File: config.mk
export PLATFORM = sky130hd
export DESIGN_NAME = mesm6_acc
export DESIGN_NICKNAME = d
export VERILOG_FILES = /design/src/rtl/mesm6_acc.sv
export SDC_FILE = /design/constraint.sdc
export NUM_CORES = 1
export LEC_CHECK = 0
export CAP_MARGIN = 15
export CORE_ASPECT_RATIO = 1.75
export CORE_MARGIN = 2
export CORE_UTILIZATION = 45
export DETAILED_ROUTE_END_ITERATION = 8
export PLACE_DENSITY = 0.84
export SYNTH_ARGS = -nofsm -noshare
export SYNTH_HDL_FRONTEND = slang
export SYNTH_SLANG_ARGS = --single-unit
File: constraint.sdc
create_clock -name clk -period 3.3 [get_ports clk]
set_input_delay 0.66 -clock clk [delete_from_list [all_inputs] [get_ports clk]]
set_output_delay 0.66 -clock clk [all_outputs]
set_load 0.01 [all_outputs]
File: src/rtl/mesm6_acc.sv
// mesm6_acc: result writeback stage directly downstream of the ALU.
// Captures alu_r into the accumulator and alu_y into the Y register, either
// immediately (alu_done with the request) or after waiting for alu_done.
// Each capture re-evaluates the omega condition flag. A watchdog aborts a
// wait that never completes and raises a sticky error.
//
// Ports:
//   clk, reset_n         clock (rising edge), async active-low reset
//   wb_req               capture request, sampled only in IDLE
//   wb_acc_en, wb_y_en   write enables for ACC / Y, sampled with wb_req
//   wb_grp[1:0]          omega group: 0 hold, 1 logical, 2 additive, 3 multiplicative
//   alu_r, alu_y [47:0]  ALU result / low-order result
//   alu_done             ALU result valid
//   err_clr              clear sticky timeout error
//   acc, y [47:0]        accumulator / Y register
//   omega                condition flag
//   wb_busy              FSM not in IDLE
//   wb_ack               one-cycle pulse ending each request
//   timeout_err          sticky abort indicator
//
// state | meaning
// IDLE  | waiting for wb_req
// WAIT  | request accepted, waiting for alu_done (watchdog running)
// DONE  | ack cycle, returns to IDLE next edge
module mesm6_acc #(
  parameter int TIMEOUT = 64
) (
  input  logic        clk,
  input  logic        reset_n,
  input  logic        wb_req,
  input  logic        wb_acc_en,
  input  logic        wb_y_en,
  input  logic [1:0]  wb_grp,
  input  logic [47:0] alu_r,
  input  logic [47:0] alu_y,
  input  logic        alu_done,
  input  logic        err_clr,
  output logic [47:0] acc,
  output logic [47:0] y,
  output logic        omega,
  output logic        wb_busy,
  output logic        wb_ack,
  output logic        timeout_err
);

  typedef enum logic [1:0] {
    IDLE = 2'd0,
    WAIT = 2'd1,
    DONE = 2'd2
  } state_t;

  localparam logic [7:0] CNT_LAST = 8'(TIMEOUT - 1);

  state_t      state, state_nxt;
  logic [7:0]  cnt, cnt_nxt;
  logic        lat_acc_en, lat_y_en;
  logic [1:0]  lat_grp;
  logic        lat_load;
  logic        capture, abort;
  logic        cap_acc_en, cap_y_en;
  logic [1:0]  cap_grp;
  logic [47:0] acc_val;
  logic        omega_val;

  always_comb begin
    state_nxt  = state;
    cnt_nxt    = cnt;
    lat_load   = 1'b0;
    capture    = 1'b0;
    abort      = 1'b0;
    // In WAIT the capture uses the controls latched at request time.
    cap_acc_en = lat_acc_en;
    cap_y_en   = lat_y_en;
    cap_grp    = lat_grp;
    case (state)
      IDLE: begin
        if (wb_req) begin
          if (alu_done) begin
            capture    = 1'b1;
            cap_acc_en = wb_acc_en;
            cap_y_en   = wb_y_en;
            cap_grp    = wb_grp;
            state_nxt  = DONE;
          end else begin
            lat_load  = 1'b1;
            cnt_nxt   = '0;
            state_nxt = WAIT;
          end
        end
      end
      WAIT: begin
        // alu_done has priority over the watchdog on the same edge.
        if (alu_done) begin
          capture   = 1'b1;
          state_nxt = DONE;
        end else if (cnt == CNT_LAST) begin
          abort     = 1'b1;
          state_nxt = DONE;
        end else begin
          cnt_nxt = cnt + 8'd1;
        end
      end
      DONE: state_nxt = IDLE;
      default: state_nxt = IDLE;
    endcase
  end

  always_comb begin
    acc_val = cap_acc_en ? alu_r : acc;
    case (cap_grp)
      2'd0:    omega_val = omega;
      2'd1:    omega_val = |acc_val;
      2'd2:    omega_val = acc_val[40];
      default: omega_val = acc_val[47];
    endcase
  end

  always_ff @(posedge clk or negedge reset_n) begin
    if (!reset_n) begin
      state       <= IDLE;
      cnt         <= '0;
      lat_acc_en  <= 1'b0;
      lat_y_en    <= 1'b0;
      lat_grp     <= 2'd0;
      acc         <= '0;
      y           <= '0;
      omega       <= 1'b0;
      wb_busy     <= 1'b0;
      wb_ack      <= 1'b0;
      timeout_err <= 1'b0;
    end else begin
      state <= state_nxt;
      cnt   <= cnt_nxt;
      if (lat_load) begin
        lat_acc_en <= wb_acc_en;
        lat_y_en   <= wb_y_en;
        lat_grp    <= wb_grp;
      end
      if (capture) begin
        if (cap_acc_en) acc <= alu_r;
        if (cap_y_en)   y   <= alu_y;
        omega <= omega_val;
      end
      // Status outputs are registered copies of the next state.
      wb_busy <= (state_nxt != IDLE);
      wb_ack  <= (state_nxt == DONE);
      if (abort)        timeout_err <= 1'b1;
      else if (err_clr) timeout_err <= 1'b0;
    end
  end

endmodule

==> out/qor.txt <==
Outcome: completed
Crit path arrival time: 2.77 ns
Mapped Cells: 340
Fmax: 402 MHz
Slew headroom: 39.3%
Residual DRC: 0
Worst Skew: 0.00729 ns
Share of layout cells above drive strength 1: 24.4%
Final cycle utilization of the critical path: 75.4%
Final-stage net count: 662
HPWL Detailed: 10000 um
Crit-path max FO: 44
Register bit total from synthesis: 114
Placer Congestion: 0.807
Tot Pwr: 6.65 mW
Max Root-Sink Buffers: 2
Synthesis-to-layout area growth: 57.3%
PostCTS Resize Cnt: 0
Vias: 3730
RSZ-0062 raised after global routing: no
Pwr Density: 871 nW/um^2
Wire per inst: 19.2 um
VDD IR max: 0.000513 V
PortBufs: 204
Cell row count: 50
Largest net degree at the start of global routing: 70
Register Area: 2850 um^2
Leak Pwr: 3.14 nW
Placed Cells: 664
Pre-Repair DR Iteration Count: 5
Total congestion overflow: 0
Crit end category: flop
Pin slew with the least headroom to its limit: 0.909 ns
Req. time, crit path: 3.58 ns
Library cells used by synthesis: 35
CTS buffer count: 17
Ports: 205
Vias in the first global route: 3994
Final TNS setup: 0 ns
Finished Layout Cells: 695
CTS tree: yes
Cts hold-fix bufs: 0
Mapped cell area: 4860 um^2
Initial core utilization: 45.7%
Slew Viols, Final: 0
WS Path Type: in -> reg
GRT Overall Usage: 23.4%
Initial DRC count: 119
Final Critical Period: 2.49 ns
Synth warn: 0
Worst Hold Class: in -> async
ANT cells: 0
Num Clock Sinks: 114
Final core occ: 71.8%
Synthesized area per cell: 14.3 um^2
Die Y-Extent: 141 um
Final ANT Viol Nets: 0
Maxcap violations: 0
Die Wd: 82.5 um
WL final: 13300 um
Synthesized net count: 449
Startpoint type of the worst setup path: input port
Area occupied by multi-input gates: 1870 um^2
Hold Vio Cnt, Final: 0
Post CTS Setup Buffer Count: 0
First-pass GRT wire length: 20200 um
Worst skew pair latency: 0.40 ns
Clk pin slew, worst setup/hold paths: 0.05 ns
H-tree levels: 4
Die ar.: 11700 um^2
Root Buffer: clkbuf_16
Register area share after synthesis: 58.7%
Final setup viols: 0
Vias per cell: 5.37
Fill count: 726
Core Area: 10600 um^2
Initial antenna violation count: 0
per-layer routing:
metal | global-route usage (%) | vias up | routed length (um)
met2 | 41.1 | 169 | 7230
met1 | 23.2 | 1840 | 4570
met5 | 0 | - | 0
li1 | - | 1677 | -
met4 | 12.3 | 0 | 653
met3 | 8.59 | 44 | 882
through the flow:
| step | hold WS, ns | setup slack, ns | instance area, um^2 |
|---|---|---|---|
| after floorplan | 0.364 | 1.28 | 4860 |
| after global placement | 0.462 | 0.504 | 7020 |
| after detailed placement | 0.466 | 0.410 | 7020 |
| after CTS | 0.405 | 0.838 | 7640 |
| after global routing | 0.426 | 0.733 | 7640 |
| final | 0.375 | 0.812 | 7640 |
final cells by class:
class	count	share of cell area, %
sequential	114	37.3
clock inverter	11	2.10
clock buffer	20	5.98
timing repair buffer	208	27.6
multi-input combinational	204	24.5
inverter	8	0.393
tap	130	2.13
Yosys cell counts:
cell	n	share of area, %
or4b_1	1	0.21
nor4_1	26	3.3
or2_2	1	0.13
mux2_4	20	6.2
a21oi_1	4	0.41
nand4b_1	1	0.18
or3_1	1	0.13
o41ai_1	2	0.36
and2_1	1	0.13
nor3_1	1	0.10
buf_8	2	0.62
xnor2_1	5	0.90
nor2_1	10	0.77
and4bb_1	1	0.26
nand2_1	18	1.4
inv_1	8	0.62
buf_6	4	0.93
mux2i_1	3	0.62
nand3_1	4	0.41
a2111oi_4	1	0.57
clkbuf_1	2	0.15
xor2_1	1	0.18
nor2b_1	1	0.13
dfrtp_1	114	59
ha_1	4	1.0
buf_2	6	0.62
a2bb2oi_1	1	0.18
o21ai_0	7	0.72
o2111ai_1	1	0.18
nor3b_1	2	0.31
nor4b_2	1	0.31
a211oi_1	1	0.15
mux2_2	78	18
a22o_1	1	0.18
nand4_1	6	0.77
layout by cell type (no fill, tap or decap), types with 2 or more instances in the layout:
cell and n:
buf_12 3, ha_1 4, inv_1 8, clkinvlp_4 2, o21ai_0 7, mux2i_1 3, nor2_1 9, o41ai_1 2
clkbuf_16 17, xnor2_1 5, dfrtp_1 114, mux2_2 78, nand4_1 6, clkinv_2 5, clkbuf_8 2, buf_4 2
nand2_1 18, bufinv_16 4, nor4_1 26, nand3_1 4, a21oi_1 4, mux2_4 20, nor3b_1 2, clkdlybuf4s50_1 203
final timing paths:
kind / start / to / slack [ns] / depth (start not counted)
worst max-delay path: alu_done / acc[2]$_DFFE_PN0P_ / 0.81 / 6
worst min-delay path: reset_n / y[8]$_DFFE_PN0P_ / 0.38 / 1
worst max register to register: state[0]$_DFF_PN0_ / acc[2]$_DFFE_PN0P_ / 1.09 / 5
worst min register to register: lat_y_en$_DFFE_PN0P_ / lat_y_en$_DFFE_PN0P_ / 0.49 / 2
max in group asynchronous: reset_n / y[9]$_DFFE_PN0P_ / 2.14 / 2
min in group clk: lat_y_en$_DFFE_PN0P_ / lat_y_en$_DFFE_PN0P_ / 0.49 / 2
logic make-up (layout without fill, tap and decap cells):
logic type                 Yosys count  count (layout)  synth area share, %
adders and majority gates            4               4                 1.03
AOI/OAI and AO/OA                   18              18                 2.76
buffers and inverters               22             247                 2.94
muxes                              101             101                 24.9
DFF                                114             114                 58.7
and+or+nand+nor                     75              75                 8.58
xor gates and xnor gates             6               6                 1.08
report_power, final:
part           internal [mW]  switching [mW]
clock                   1.29           0.609
sequential              1.96           0.417
combinational           1.53           0.846
registers in the layout, indices dropped and copies added (netlist names):
register / flops
timeout_err: 1
lat_y_en: 1
wb_busy: 1
y: 48
wb_ack: 1
lat_grp: 2
cnt: 8
state: 2
omega: 1
lat_acc_en: 1
acc: 48
worst max-delay path, stage by stage:
cell             delay [ns]
clkdlybuf4s50_1        0.56
and4bb_1               0.40
mux2i_1                0.19
nor2_4                 0.23
buf_12                 0.30
mux2_2                 0.40
Power figures use the tool's default switching activity.
